===== src/rtl/intersection_vip_night_pkg.sv =====
// intersection_vip_night_pkg: shared state codes, head encodings, timing defaults and output decode.
package intersection_vip_night_pkg;

    localparam logic [3:0] S_IDLE  = 4'd0;
    localparam logic [3:0] S_G0    = 4'd1;
    localparam logic [3:0] S_L0    = 4'd2;
    localparam logic [3:0] S_Y0    = 4'd3;
    localparam logic [3:0] S_AR0   = 4'd4;
    localparam logic [3:0] S_G1    = 4'd5;
    localparam logic [3:0] S_L1    = 4'd6;
    localparam logic [3:0] S_Y1    = 4'd7;
    localparam logic [3:0] S_AR1   = 4'd8;
    localparam logic [3:0] S_FLASH = 4'd9;
    localparam logic [3:0] S_NG0   = 4'd10;
    localparam logic [3:0] S_NG1   = 4'd11;
    localparam logic [3:0] S_VG0   = 4'd12;
    localparam logic [3:0] S_VG1   = 4'd13;

    localparam logic [3:0] CAR_RED  = 4'b1000;
    localparam logic [3:0] CAR_YEL  = 4'b0100;
    localparam logic [3:0] CAR_LEFT = 4'b0010;
    localparam logic [3:0] CAR_GRN  = 4'b0001;
    localparam logic [3:0] CAR_OFF  = 4'b0000;

    localparam logic [1:0] WALK_RED = 2'b10;
    localparam logic [1:0] WALK_GO  = 2'b01;
    localparam logic [1:0] WALK_OFF = 2'b00;

    localparam int DEF_GREEN_T    = 30;
    localparam int DEF_LEFT_T     = 10;
    localparam int DEF_YELLOW_T   = 5;
    localparam int DEF_ALLRED_T   = 3;
    localparam int DEF_BLINK_T    = 5;
    localparam int DEF_NIGHT_TH   = 50;
    localparam int DEF_DEBOUNCE_T = 8;

    function automatic logic on_b(input logic [3:0] s);
        return s inside {S_G1, S_L1, S_Y1, S_AR1, S_NG1, S_VG1};
    endfunction

    // Returns {car0, walk0, car1, walk1}; lit selects the flashing-yellow phase.
    function automatic logic [11:0] heads(input logic [3:0] s, input logic lit);
        logic [3:0] c;
        logic [1:0] w;
        c = (s inside {S_G0, S_G1, S_NG0, S_NG1, S_VG0, S_VG1}) ? CAR_GRN :
            (s inside {S_L0, S_L1}) ? CAR_LEFT :
            (s inside {S_Y0, S_Y1}) ? CAR_YEL : CAR_RED;
        w = (s inside {S_G0, S_G1, S_NG0, S_NG1}) ? WALK_GO : WALK_RED;
        if (s == S_FLASH)
            return {lit ? CAR_YEL : CAR_OFF, WALK_OFF, lit ? CAR_YEL : CAR_OFF, WALK_OFF};
        return on_b(s) ? {CAR_RED, w, c, WALK_RED} : {c, WALK_RED, CAR_RED, w};
    endfunction

endpackage


===== src/rtl/intersection_vip_night_night_detector.sv =====
// night_detector: debounced ambient-light comparator producing the night flag.
module night_detector #(
    parameter int NIGHT_TH   = 50,
    parameter int DEBOUNCE_T = 8
) (
    input  logic       clk,
    input  logic       rst,
    input  logic [9:0] i_light,
    output logic       o_night
);
    localparam int CW = $clog2(DEBOUNCE_T + 1);

    logic [CW-1:0] r_cnt;
    logic          r_night;
    logic          w_dark;

    assign w_dark  = i_light < 10'(NIGHT_TH);
    assign o_night = r_night;

    // Counts consecutive samples that disagree with the current flag.
    always_ff @(posedge clk) begin
        if (rst) begin
            r_cnt   <= '0;
            r_night <= 1'b0;
        end else if (w_dark == r_night) begin
            r_cnt <= '0;
        end else if (r_cnt == CW'(DEBOUNCE_T - 1)) begin
            r_cnt   <= '0;
            r_night <= w_dark;
        end else begin
            r_cnt <= r_cnt + 1'b1;
        end
    end
endmodule


===== src/rtl/intersection_vip_night.sv =====
// intersection_vip_night: two-approach light controller with day cycle, night flash/demand and VIP override.
module intersection_vip_night
    import intersection_vip_night_pkg::*;
#(
    parameter int GREEN_T    = DEF_GREEN_T,
    parameter int LEFT_T     = DEF_LEFT_T,
    parameter int YELLOW_T   = DEF_YELLOW_T,
    parameter int ALLRED_T   = DEF_ALLRED_T,
    parameter int BLINK_T    = DEF_BLINK_T,
    parameter int NIGHT_TH   = DEF_NIGHT_TH,
    parameter int DEBOUNCE_T = DEF_DEBOUNCE_T
) (
    input  logic       clk,
    input  logic       rstn,
    input  logic       start,
    input  logic [1:0] vip_slide,
    input  logic [9:0] light_sensor,
    input  logic [1:0] traffic_camera,
    output logic [3:0] car_traffic_0,
    output logic [1:0] walk_traffic_0,
    output logic [3:0] car_traffic_1,
    output logic [1:0] walk_traffic_1
);
    localparam logic [7:0] G_END = 8'(GREEN_T - 1);
    localparam logic [7:0] L_END = 8'(LEFT_T - 1);
    localparam logic [7:0] Y_END = 8'(YELLOW_T - 1);
    localparam logic [7:0] A_END = 8'(ALLRED_T - 1);
    localparam logic [7:0] B_HALF = 8'(BLINK_T);
    localparam logic [7:0] B_END = 8'(2 * BLINK_T - 1);

    logic [3:0]  r_state;
    logic [7:0]  r_cnt;
    logic [11:0] r_heads;
    logic [3:0]  w_nxt;
    logic [7:0]  w_cnt_nxt;
    logic        w_night;
    logic        w_d;
    logic        w_vip;
    logic        w_vd;
    logic        w_both;
    logic        w_cut;
    logic [3:0]  w_y;
    logic [3:0]  w_vg;
    logic [3:0]  w_ng;
    logic [3:0]  w_other_g;
    logic [3:0]  w_after;

    night_detector #(.NIGHT_TH(NIGHT_TH), .DEBOUNCE_T(DEBOUNCE_T)) u_night (
        .clk     (clk),
        .rst     (rstn),
        .i_light (light_sensor),
        .o_night (w_night)
    );

    assign w_d       = on_b(r_state);
    assign w_vip     = |vip_slide;
    assign w_vd      = ~vip_slide[0];
    assign w_both    = traffic_camera == 2'b11;
    assign w_cut     = w_night && !w_both;
    assign w_y       = w_d ? S_Y1 : S_Y0;
    assign w_vg      = w_vd ? S_VG1 : S_VG0;
    assign w_ng      = traffic_camera[0] ? S_NG0 : S_NG1;
    assign w_other_g = w_d ? S_G0 : S_G1;
    // Where to go once an all-red clearance has finished.
    assign w_after   = w_vip ? w_vg : (!w_night || w_both) ? w_other_g :
                       (traffic_camera == 2'b00) ? S_FLASH : w_ng;

    always_comb begin
        w_nxt = r_state;
        case (r_state)
            S_IDLE:       w_nxt = S_G0;
            S_G0, S_G1:   w_nxt = w_vip ? ((w_vd == w_d) ? w_vg : w_y) : w_cut ? w_y :
                                  (r_cnt == G_END) ? (w_d ? S_L1 : S_L0) : r_state;
            S_L0, S_L1:   w_nxt = (w_vip || w_cut || r_cnt == L_END) ? w_y : r_state;
            S_Y0, S_Y1:   w_nxt = (r_cnt == Y_END) ? (w_d ? S_AR1 : S_AR0) : r_state;
            S_AR0, S_AR1: w_nxt = (r_cnt == A_END) ? w_after : r_state;
            S_FLASH:      w_nxt = w_vip ? w_vg : !w_night ? S_AR1 : w_both ? S_G0 :
                                  (traffic_camera == 2'b00) ? S_FLASH : w_ng;
            // Night green: approach 0 hands straight to day G0, approach 1 clears first.
            S_NG0, S_NG1: w_nxt = w_vip ? ((w_vd == w_d) ? w_vg : w_y) :
                                  !w_night ? (w_d ? w_y : S_G0) :
                                  (!traffic_camera[w_d] && r_cnt >= G_END) ? w_y : r_state;
            S_VG0, S_VG1: w_nxt = (w_vip && w_vd == w_d) ? r_state : w_y;
            default:      w_nxt = S_IDLE;
        endcase
        if (!start) w_nxt = S_IDLE;
    end

    assign w_cnt_nxt = (w_nxt != r_state || w_nxt == S_IDLE) ? 8'd0 :
                       (r_state == S_FLASH && r_cnt == B_END) ? 8'd0 :
                       (r_cnt == 8'hFF) ? r_cnt : r_cnt + 8'd1;

    always_ff @(posedge clk) begin
        if (rstn) begin
            r_state <= S_IDLE;
            r_cnt   <= 8'd0;
            r_heads <= heads(S_IDLE, 1'b0);
        end else begin
            r_state <= w_nxt;
            r_cnt   <= w_cnt_nxt;
            r_heads <= heads(w_nxt, w_cnt_nxt < B_HALF);
        end
    end

    assign {car_traffic_0, walk_traffic_0, car_traffic_1, walk_traffic_1} = r_heads;
endmodule


===== config.mk =====
export PLATFORM = sky130hd
export DESIGN_NAME = intersection_vip_night
export DESIGN_NICKNAME = d
export VERILOG_FILES = /design/src/rtl/intersection_vip_night_pkg.sv /design/src/rtl/intersection_vip_night_night_detector.sv /design/src/rtl/intersection_vip_night.sv
export SDC_FILE = /design/constraint.sdc
export NUM_CORES = 1
export LEC_CHECK = 0
export ABC_AREA = 1
export CORE_ASPECT_RATIO = 0.8
export CORE_UTILIZATION = 41
export DETAILED_ROUTE_END_ITERATION = 8
export GPL_TIMING_DRIVEN = 0
export HOLD_SLACK_MARGIN = 0.05
export SYNTH_ARGS = -nofsm -noshare
export SYNTH_HDL_FRONTEND = slang
export SYNTH_SLANG_ARGS = --single-unit
export TNS_END_PERCENT = 20

===== constraint.sdc =====
create_clock -name clk -period 4.8 [get_ports clk]
set_input_delay 0.96 -clock clk [delete_from_list [all_inputs] [get_ports clk]]
set_output_delay 0.96 -clock clk [all_outputs]
set_load 0.03 [all_outputs]

Word-level counts from Yosys, hierarchy flattened
Index checks and enable logic that the tools add are counted.
{ "word_totals": {"in_bits": 17, "register_bits": 29, "out_inout_bits": 12, "elab_cells": 118} }
{ "classes": {"reduce_logical": 29, "n_lt_le_gt_ge": 4, "addsub": 2, "bitwise_logic": 2, "n_eq_ne": 35, "n_mux": 41} }
{ "op_table": {"columns": ["cell", "n"], "rows": [
  ["4-bit 2-to-1 mux", 21],
  ["4-bit == test (second input constant)", 12],
  ["12-bit 2-to-1 mux", 3],
  ["4-bit by 3-bit == test with 1-bit output (second input constant)", 8],
  ["4-bit one-hot mux with 8 select lines", 1],
  ["8-bit 2-to-1 mux", 3],
  ["6-bit nonzero test", 3],
  ["4-bit by 2-bit == test with 1-bit output (second input constant)", 4],
  ["3-bit 2-to-1 mux", 5],
  ["2-bit OR reduction", 7],
  ["10-bit by 6-bit < comparator with 1-bit output (second input constant)", 1],
  ["8-bit by 1-bit adder with 8-bit output (second input constant)", 1],
  ["4-bit by 1-bit == test with 1-bit output (second input constant)", 2],
  ["8-bit by 2-bit == test with 1-bit output (second input constant)", 1],
  ["8-bit by 3-bit == test with 1-bit output (second input constant)", 1],
  ["8-bit by 4-bit == test with 1-bit output (second input constant)", 1],
  ["8-bit by 5-bit == test with 1-bit output (second input constant)", 1],
  ["8-bit == test (second input constant)", 1],
  ["8-bit by 5-bit >= comparator with 1-bit output (second input constant)", 1],
  ["4-bit logical NOT", 2],
  ["8-bit by 3-bit < comparator with 1-bit output (second input constant)", 1],
  ["1-bit 2-to-1 mux", 6],
  ["4-bit by 1-bit adder with 4-bit output (second input constant)", 1],
  ["1-bit logical AND", 4],
  ["13 further kinds", 22]
]} }

Depth between registers and ports, before layout
Gate-level depths: netlist of the first run.
{ "depth": {"ltp_word": 18, "mapped_depth": 23} }

Hierarchy
From an unflattened synthesis of the first run, not the netlist that was laid out.
{ "hier_totals": {"cells_unflattened": 351, "hier_area_um2": 2290.9} }
{ "modules_own_cells": {"columns": ["mod", "n_inst", "cells_each", "area_each_um2"], "rows": [
  ["intersection_vip_night", 1, 314, 2035.7],
  ["night_detector", 1, 37, 255.2]
]} }

Least setup slack after synthesis of the first run
OpenSTA, ideal clock, no wires.
{ "synth_path": {"kind": "in2reg", "startpoint": "in traffic_camera[0]", "endpoint": "reg r_heads[10]", "arrival_time_ns": 2.491, "n_path_buf": 0, "path_stages": 15, "path_slack_ns": 2.194, "cell_sequence": "ha_1 inv_1 nand2_1 nor3_1 nand2_1 nand2_1 a21oi_1 nor2_1 nand2_2 nand2_4 nand2_1 a21oi_2 nand4_1 nand3_1 nand2_1"} }
{ "synth_via": {"elab_chain_cells": 16, "elab_cells_between_ends": 57, "classes_between": "1 x order compare; 14 x eq/ne; 28 x mux; 14 x reduce/logical"} }
{ "synth_rtl": {"columns": ["element", "line", "text"], "rows": [
  ["start, declared", "intersection_vip_night.sv:18", "input logic [1:0] traffic_camera,"],
  ["1-bit 2-to-1 mux (not written as such) (2 in series)", "intersection_vip_night.sv:82", "(!traffic_camera[w_d] && r_cnt >= G_END) ? w_y : r_state;"],
  ["1-bit logical NOT", "intersection_vip_night.sv:82", null],
  ["1-bit logical AND", "intersection_vip_night.sv:82", null],
  ["4-bit 2-to-1 mux", "intersection_vip_night.sv:82", null],
  ["4-bit 2-to-1 mux", "intersection_vip_night.sv:81", "!w_night ? (w_d ? w_y : S_G0) :"],
  ["4-bit 2-to-1 mux", "intersection_vip_night.sv:80", "S_NG0, S_NG1: w_nxt = w_vip ? ((w_vd == w_d) ? w_vg : w_y) :"],
  ["4-bit one-hot mux with 8 select lines (*)", "intersection_vip_night.sv:70", "case (r_state)"],
  ["4-bit 2-to-1 mux (*)", "intersection_vip_night.sv:86", "if (!start) w_nxt = S_IDLE;"],
  ["4-bit != test (tied with other cells)", "intersection_vip_night.sv:89", "assign w_cnt_nxt = (w_nxt != r_state || w_nxt == S_IDLE) ? 8'd0 :"],
  ["1-bit logical OR or 2-bit nonzero test (tied branches)", "intersection_vip_night.sv:89, intersection_vip_night_pkg.sv:47", null],
  ["8-bit 2-to-1 mux or 4-bit 2-to-1 mux (tied branches)", "intersection_vip_night.sv:89, intersection_vip_night_pkg.sv:47", null],
  ["8-bit by 3-bit < comparator with 1-bit output or 4-bit 2-to-1 mux (tied branches)", "intersection_vip_night.sv:101, intersection_vip_night_pkg.sv:46", null],
  ["3-bit 2-to-1 mux or 4-bit 2-to-1 mux (tied branches)", "intersection_vip_night_pkg.sv:50, intersection_vip_night_pkg.sv:45", null],
  ["12-bit 2-to-1 mux (on tied branches)", "intersection_vip_night_pkg.sv:49, intersection_vip_night_pkg.sv:51", null],
  ["12-bit 2-to-1 mux (*)", "intersection_vip_night_pkg.sv:51", "return on_b(s) ? {CAR_RED, w, c, WALK_RED} : {c, WALK_RED, CAR_RED, w};"],
  ["end signal, assigned", "intersection_vip_night.sv:97", "r_heads <= heads(S_IDLE, 1'b0);"],
  ["end signal, assigned", "intersection_vip_night.sv:101", "r_heads <= heads(w_nxt, w_cnt_nxt < B_HALF);"],
  ["end, declared", "intersection_vip_night.sv:33", "logic [11:0] r_heads;"]
]} }
Every way passes the cells marked *; elsewhere a longest branch is shown, timed or not. The select of a mux whose other input is x is not followed.
A chain may end at the register's enable or synchronous reset.

Final worst setup path of the first run
{ "layout_path": {"startpoint": "in vip_slide[0]", "endpoint": "reg r_cnt[1]"} }
{ "layout_via": {"elab_chain_cells": 9, "elab_cells_between_ends": 21, "classes_between": "2 x eq/ne; 12 x mux; 1 x bitwise; 6 x reduce/logical"} }
{ "layout_rtl": {"columns": ["element", "line", "text"], "rows": [
  ["start, declared", "intersection_vip_night.sv:16", "input logic [1:0] vip_slide,"],
  ["1-bit NOT or 2-bit OR reduction (tied branches)", "intersection_vip_night.sv:57, intersection_vip_night.sv:56", null],
  ["1-bit == test or 1-bit logical OR (tied branches)", null, null],
  ["4-bit 2-to-1 mux (tied with other cells)", "intersection_vip_night.sv:72, intersection_vip_night.sv:80", null],
  ["4-bit 2-to-1 mux (on tied branches)", null, null],
  ["4-bit one-hot mux with 8 select lines (*)", "intersection_vip_night.sv:70", null],
  ["4-bit 2-to-1 mux (*)", "intersection_vip_night.sv:86", null],
  ["4-bit != test or 4-bit logical NOT (tied branches)", "intersection_vip_night.sv:89", null],
  ["1-bit logical OR (*)", "intersection_vip_night.sv:89", null],
  ["8-bit 2-to-1 mux (*)", "intersection_vip_night.sv:89", null],
  ["end signal, assigned", "intersection_vip_night.sv:100", "r_cnt <= w_cnt_nxt;"],
  ["end, declared", "intersection_vip_night.sv:32", "logic [7:0] r_cnt;"]
]} }
Every way passes the cells marked *; elsewhere a longest branch is shown, timed or not.

==> summary.md, run 1 <==
| Metric | Value |
|---|---|
| Run status | complete, no violations |
| Number of optimization iterations in the first detailed-route pass | 4 |
| Placeable core region | 0.00471 sq mm |
| TritonCTS buffer count | 5 |
| Placer's final routability congestion estimate | 0.864 |
| Power density over the cells | 238 mW/mm^2 |
| Fin util | 52.9% |
| Htree depth | 2 |
| WL per Instance | 11.8 um |
| Largest incremental delay on the critical path | 540 ps |
| Cell types with the largest area share after synthesis | dfxtp_1 28%, nand2_1 13%, nand3_1 8.0% |
| Vertical extent of the die | 65.5 um |
| Peak supply drop | 120 uV |
| Number of cells in the design after placement | 400 |
| Number of vias after detailed routing | 2047 |
| Post-DP Area | 0.00239 sq mm |
| XOR/XNOR share of the synthesized area | 1.70% |
| Final Instance Count excl. Fillers | 408 |
| Largest fanout of any net on the critical path | 8 |
| CTS Buffer Depth | 2 |
| Share of the clock period used by the worst path | 67.4% |
| # port buffers | 25 |
| Vias in the first global route | 1869 |
| Final setup TNS | 0 ps |
| Antenna diode count | 0 |
| Most common cell type on the critical path | nand2_1 |
| Startpoint of the most critical register-to-register path | r_state[0]$_SDFF_PP0_ |
| Global-route wire length before repair | 8.48 mm |
| Clock transition at the register clock pins on the worst setup and hold paths after CTS | 60 ps |
| X dimension of the die | 81.3 um |
| TritonCTS clock tree | yes |
| Number of distinct library cells after synthesis | 35 |
| Synth Register Bits | 29 |
| Fraction of final layout cells with drive strength greater than 1 | 15.8% |
| Worst Tran Pin Value | 439 ps |
| Mean area per synthesized cell | 6.55 sq um |
| DRC viols | 0 |
| Synth warn | 0 |
| Number of hold-slack violations in the final timing report | 0 |
| Endpoint arrival time on the critical path | 3450 ps |
| Cell type contributing the most total cell area after synthesis | dfxtp_1 |
| HPWL after detailed placement | 3.82 mm |
| Effective utilization at floorplan | 43.8% |
| Total overflow reported by the global router | 0 |
| Layout overhead on the synthesized area | 20.7% |
| Synthesized Nets | 343 |
| Final setup fails | 0 |
| Worst-Skew Late Latency | 280 ps |
| Final Net Count | 375 |
| Worst relative slew slack | 70.8% |
| Simple-Gate Fraction of Synth Area | 45.3% |
| Crit path required time | 5010 ps |
| Type of the worst setup path | in -> reg |
| Combined area of all synthesized cells | 0.00206 sq mm |
| Routed wire length | 4.80 mm |
| Leakage | 0.00110 uW |
| FMAX | 0.309 GHz |
| Reported max-cap violation count | 0 |
| Share of the synthesized area in compound gates (AO/OA/AOI/OAI) | 10.6% |
| Maximum number of pins on one net before global-route repair | 11 |
| Unrepaired setup endpoints after global routing | no |
| Max Slew Vio Count | 0 |
| Area share of fa/ha/maj cells after synthesis | 6.67% |
| Number of flops mapped to enable cells by yosys | 0 |
| Critical Path End Type | flip-flop |
| Clock period minus final worst setup slack | 3230 ps |
| Total routing usage reported by global routing | 20.7% |
| Quantity of hold-fixing buffers added after cts | 0 |
| Standard-cell rows | 22 |
| Number of cells upsized or downsized after cts | 0 |
| Slowest cell on crit path | clkdlybuf4s50_1 |
| Dominant register cell in the synthesized netlist | dfxtp_1 |
| Share of synthesized area spent on multiplexers | 0% |
| Vias per inst | 5.02 |
| Count of boundary I/O pins | 29 |
| Post-route clock skew | 7.37 ps |
| Crit path setup slack, layout | 1570 ps |
| Cells traversed along the worst timing path | clkdlybuf4s50_1 > inv_1 > ha_1 > nand2_1 > a21oi_1 > nand3_1 > nor2_1 > nand2_2 > nand2_2 > nand2_1 > nand2_1 > nand2_1 > a21oi_2 > nand4_4 > nor2_2 |
| Hold path startpoint | u_night.r_cnt[0]$_SDFF_PP0_ |
| Post-CTS setup-driven buffer insertion count | 0 |
| Top-area cell type share of the netlist area | 28.1% |
| Class of the worst hold path | reg -> reg |
| Pre-CTS setup slack | 1310 ps |
| Final non-filler cell area | 0.00249 sq mm |
| Type of origin of the critical path | primary input |
| Post-DRT Antenna Nets | 0 |
| Main combinational cell family by area after synthesis | simple AND/OR/NAND/NOR gates |
| Cell chosen for the clock root | clkbuf_8 |
| First-iteration detailed-routing DRC count | 153 |
| Sinks on Clock Net | 29 |
| Fraction of synthesis flops using an asynchronous set or reset pin | 0% |
| Launching instance or port of the critical path | vip_slide[0] |
| Floorplan die area | 0.00532 sq mm |
| Post-Syn Instances | 315 |
| Register area share after synthesis | 28.1% |
| Number of antenna violations at the first check in global routing | 0 |
==> area by class of cell <==
| type | instances | area (sq um) |
|---|---|---|
| Inverter | 35 | 134 |
| Fill cell | 465 | 2220 |
| Clock buffer | 7 | 96.3 |
| Sequential cell | 29 | 581 |
| Multi-Input combinational cell | 246 | 1330 |
| Timing Repair Buffer | 25 | 250 |
| Buffer | 5 | 23.8 |
| Clock inverter | 1 | 5.00 |
| Tap cell | 60 | 75.1 |
==> cell families after synthesis <==
kind of cell | after synthesis
xor+xnor | 4
compound gates | 36
buf+inv | 40
flops | 29
fa+ha+maj | 11
simple gates | 195
==> worst max-delay path, delay by kind of cell <==
family | cells | cell delay [ps]
buffers and inverters | 2 | 640
adder cells (fa/ha/maj) | 1 | 280
AND/OR/NAND/NOR | 10 | 1140
AO/OA/AOI/OAI | 2 | 410
==> cell usage after synthesis (2+ instances only) <==
| cell type | n |
|---|---|
| o21a_1 | 2 |
| o21ai_0 | 8 |
| dfxtp_1 | 29 |
| o211ai_1 | 2 |
| nor2_4 | 2 |
| o21ai_1 | 6 |
| nand3_1 | 33 |
| a21oi_2 | 3 |
| nand4_1 | 6 |
| nor2_2 | 9 |
| inv_2 | 9 |
| ha_1 | 11 |
| xor2_1 | 4 |
| nand2_4 | 4 |
| nand2_1 | 72 |
| buf_2 | 4 |
| nor3_1 | 8 |
| a21oi_1 | 10 |
| inv_1 | 25 |
| nor2_1 | 42 |
| nand2_2 | 12 |
==> report_power, final <==
part           leakage (uW)  internal [uW]  total (uW)  switching [uW]
logic              0.000810           42.6         113            70.8
registers          0.000235            249         254            5.17
clock network     0.0000542            129         224            94.8
total               0.00110            421         591             171
==> worst paths after layout <==
check | end | slack, ps | cells past startpoint
worst max register to register | r_cnt[1]$_SDFF_PP0_ | 1870 | 18
worst min-delay path | u_night.r_cnt[0]$_SDFF_PP0_ | 440 | 1
worst max-delay path | r_cnt[1]$_SDFF_PP0_ | 1570 | 15
worst min register to register | u_night.r_cnt[0]$_SDFF_PP0_ | 440 | 1
==> sequential cells by signal, indices dropped and copies added, names as in the netlist <==
name and flops:
u_night.o_night 1, r_heads 12, r_cnt 8, u_night.r_cnt 4
r_state 4
==> per-stage QoR <==
stage	hold slack (ps)	power [uW]
final	444	591
after global routing	490	624
after CTS	449	597
after detailed placement	438	372
after global placement	435	373
after floorplan	418	334
==> placed cells by master, fill, tap and decap left out, types with 3 or more instances in the layout <==
master,n
nand2_2,12
a21oi_2,3
nor3_1,8
xor2_1,4
buf_2,4
nand4_1,6
clkbuf_8,7
inv_1,25
ha_1,11
nor2_2,9
nand2_4,4
dfxtp_1,29
nand2_1,72
a21oi_1,10
nand3_1,33
o21ai_0,8
clkdlybuf4s50_1,25
o21ai_1,6
nor2_1,42
inv_2,9
==> per-layer routing <==
layer / vias to the layer above / track usage (%) / wire [um]
met4: 0 / 5.36 / 25
met5: - / 0 / 0
met1: 902 / 30.0 / 2560
met2: 52 / 30.7 / 1980
met3: 2 / 4.17 / 234
li1: 1091 / - / -
No activity file was read; power rests on OpenSTA's default activity.
==> run 2, diff against run 1 <==
Settings changed: PLACE_DENSITY from default to 0.65.
Clock period 4.8 ns to 2.6 ns, I/O delays scaled along.
==> run 2 against run 1 <==
Utilization increased by 7.3 points. Sequential share of layout area decreased by 2.4 points. Sequential power increased by 85%. Worst hold slack improved by 8.3 ps.
==> summary.md, run 2 (synthesized netlist as in run 1, its figures left out) <==
| Metric | Value |
|---|---|
| First-iteration detailed-routing DRC count | 181 (was 153) |
| Most common cell type on the critical path | nand2_4 (was nand2_1) |
| Type of the worst setup path | reg -> reg (was in -> reg) |
| Pre-CTS setup slack | -467 ps (was 1310 ps) |
| Area taken by flip-flops and latches | 592 sq um (was 581 sq um) |
| Launching instance or port of the critical path | r_state[0]$_SDFF_PP0_ (was vip_slide[0]) |
| Fillers | 448 (was 465) |
| Vias in the first global route | 1903 (was 1869) |
| Max Slew Vio Count | 0 (unchanged) |
| Area taken by multi-input logic gates | 0.00144 sq mm (was 0.00133 sq mm) |
| Final Net Count | 400 (was 375) |
| Final setup fails | 0 (unchanged) |
| Slowest cell on crit path | dfxtp_4 (was clkdlybuf4s50_1) |
| Largest registers | r_heads: 12 flops, r_cnt: 8 flops (unchanged) |
| TritonCTS buffer count | 5 (unchanged) |
| Crit path required time | 2820 ps (was 5010 ps) |
| Number of antenna violations at the first check in global routing | 0 (unchanged) |
| Total routing usage reported by global routing | 20.2% (was 20.7%) |
| Startpoint of the most critical register-to-register path | r_state[0]$_SDFF_PP0_ (unchanged) |
| Max reg flops | 12 (unchanged) |
| Type of origin of the critical path | flip-flop (was primary input) |
| Worst Tran Pin Value | 465 ps (was 439 ps) |
| Power density over the cells | 433 mW/mm^2 (was 238 mW/mm^2) |
| Standard-cell rows | 22 (unchanged) |
| Reported max-cap violation count | 0 (unchanged) |
| Count of boundary I/O pins | 29 (unchanged) |
| Cells traversed along the worst timing path | inv_6 > nand2_4 > nand2_4 > nand2_4 > nand2_4 > inv_4 > ha_4 > nand2_4 > o21ai_2 > nand3_1 > nand3b_1 > nor2_1 > nand2_2 > nand2_4 > nand2_4 > a21oi_4 > nand4_4 > nor2_2 (was clkdlybuf4s50_1 > inv_1 > ha_1 > nand2_1 > a21oi_1 > nand3_1 > nor2_1 > nand2_2 > nand2_2 > nand2_1 > nand2_1 > nand2_1 > a21oi_2 > nand4_4 > nor2_2) |
| Number of hold-slack violations in the final timing report | 0 (unchanged) |
| Hold path startpoint | u_night.r_cnt[0]$_SDFF_PP0_ (unchanged) |
| Effective utilization at floorplan | 43.8% (unchanged) |
| FMAX | 0.399 GHz |
| Largest incremental delay on the critical path | 400 ps (was 540 ps) |
| Worst relative slew slack | 69.0% (was 70.8%) |
| Endpoint arrival time on the critical path | 2730 ps (was 3450 ps) |
| Floorplan die area | 0.00532 sq mm (unchanged) |
| Register with the most flip-flops | r_heads (unchanged) |
| Vertical extent of the die | 65.5 um (unchanged) |
| Leakage | 0.00127 uW (was 0.00110 uW) |
| Share of the clock period used by the worst path | 96.5% |
| Most used cells in the layout excluding fill and tap cells | 63 x nand2_1, 40 x nor2_1, 32 x nand3_1, 26 x dfxtp_1, 26 x buf_4 (was 72 x nand2_1, 42 x nor2_1, 33 x nand3_1, 29 x dfxtp_1) |
| CTS Buffer Depth | 2 (unchanged) |
| # port buffers | 25 (unchanged) |
| Largest fanout of any net on the critical path | 8 (unchanged) |
| Sinks on Clock Net | 29 (unchanged) |
| Routed wire length | 5.69 mm (was 4.80 mm) |
| Clock transition at the register clock pins on the worst setup and hold paths after CTS | 70 ps (was 60 ps) |
| Maximum number of pins on one net before global-route repair | 11 (unchanged) |
| X dimension of the die | 81.3 um (unchanged) |
| Post-DP Area | 0.00239 sq mm (unchanged) |
| Worst-Skew Late Latency | 280 ps (about the same) |
| Antenna diode count | 0 (unchanged) |
| Number of vias after detailed routing | 2269 (was 2047) |
| Post-DRT Antenna Nets | 0 (unchanged) |
| WL per Instance | 13.1 um (was 11.8 um) |
| Post-route clock skew | 8.23 ps (was 7.37 ps) |
| Peak supply drop | 373 uV (was 120 uV) |
| Total overflow reported by the global router | 0 (unchanged) |
| Quantity of hold-fixing buffers added after cts | 0 (unchanged) |
| Vias per inst | 5.24 (was 5.02) |
| Clock period minus final worst setup slack | 2510 ps |
| Fraction of final layout cells with drive strength greater than 1 | 27.3% (was 15.8%) |
| Layout overhead on the synthesized area | 37.4% (was 20.7%) |
| Number of optimization iterations in the first detailed-route pass | 5 (was 4) |
| Placer's final routability congestion estimate | 0.903 (was 0.864) |
| TritonCTS clock tree | yes (unchanged) |
| Final non-filler cell area | 0.00283 sq mm (was 0.00249 sq mm) |
| Crit path setup slack, layout | 91.4 ps (was 1570 ps) |
| Cell chosen for the clock root | clkbuf_8 (unchanged) |
| Placeable core region | 0.00471 sq mm (unchanged) |
| Htree depth | 2 (unchanged) |
| Most common cell after layout, fill and taps aside | nand2_1 (unchanged) |
| Unrepaired setup endpoints after global routing | yes (was no) |
| DRC viols | 0 (unchanged) |
| HPWL after detailed placement | 3.82 mm (about the same) |
| Class of the worst hold path | reg -> reg (unchanged) |
| Global-route wire length before repair | 8.36 mm (was 8.48 mm) |
| Critical Path End Type | flip-flop (unchanged) |
| Run status | complete, no violations (unchanged) |
## run 2: report_power, final
part	total [uW]	internal, uW	switching [uW]
combinational	271	115	156
sequential	469	457	11.8
clock	488	311	177
## run 2: critical path, delay by kind of cell (launching register included)
family | cells | cell delay, ps
AO/OA/AOI/OAI | 2 | 330
adder cells (fa/ha/maj) | 1 | 260
buffers and inverters | 2 | 130
flip-flops | 1 | 400
AND/OR/NAND/NOR | 13 | 1320
## run 2: path summary, 6_finish.rpt
| check | endpoint | slack [ps] | cells after the start |
|---|---|---|---|
| setup / recovery | r_cnt[1]$_SDFF_PP0_ | 90 | 18 |
| setup reg to reg | r_cnt[1]$_SDFF_PP0_ | 90 | 18 |
| hold reg to reg | u_night.r_cnt[0]$_SDFF_PP0_ | 450 | 1 |
| hold / removal | u_night.r_cnt[0]$_SDFF_PP0_ | 450 | 1 |
## run 2: per-layer routing
metal  up-vias  track usage [%]  routed length, um
met5         -                0                  0
met4         0             4.24                 57
met3         8             4.86                390
met2        85             30.8               2570
met1      1038             28.5               2670
li1       1138                -                  -
## run 2: area by class of cell
class | count | share of cell area [%]
buffer | 4 | 0.662
clock buffer | 6 | 2.91
clock inverter | 2 | 1.32
inverter | 35 | 5.17
multi-input combinational | 246 | 50.8
sequential | 29 | 20.9
tap | 60 | 2.65
timing repair buffer | 51 | 15.6
## run 2: metrics by stage
step           std cells  total power (uW)  setup TNS [ps]  hold WS [ps]  util, %
6_report             433              1230               0           453     60.2
5_1_grt              433              1280            -528           476     60.2
4_1_cts              413              1190               0           461     54.9
3_5_place_dp         400               687           -8050           445     50.7
3_3_place_gp         400               687           -8060           436     50.7
2_1_floorplan        315               617               0           418        -
## run 2: repair_timing
action,in CTS,in global routing
gates resized for setup,16,26
endpoints found under the setup margin,20,20
pin swaps,8,19
setup buffers,6,20
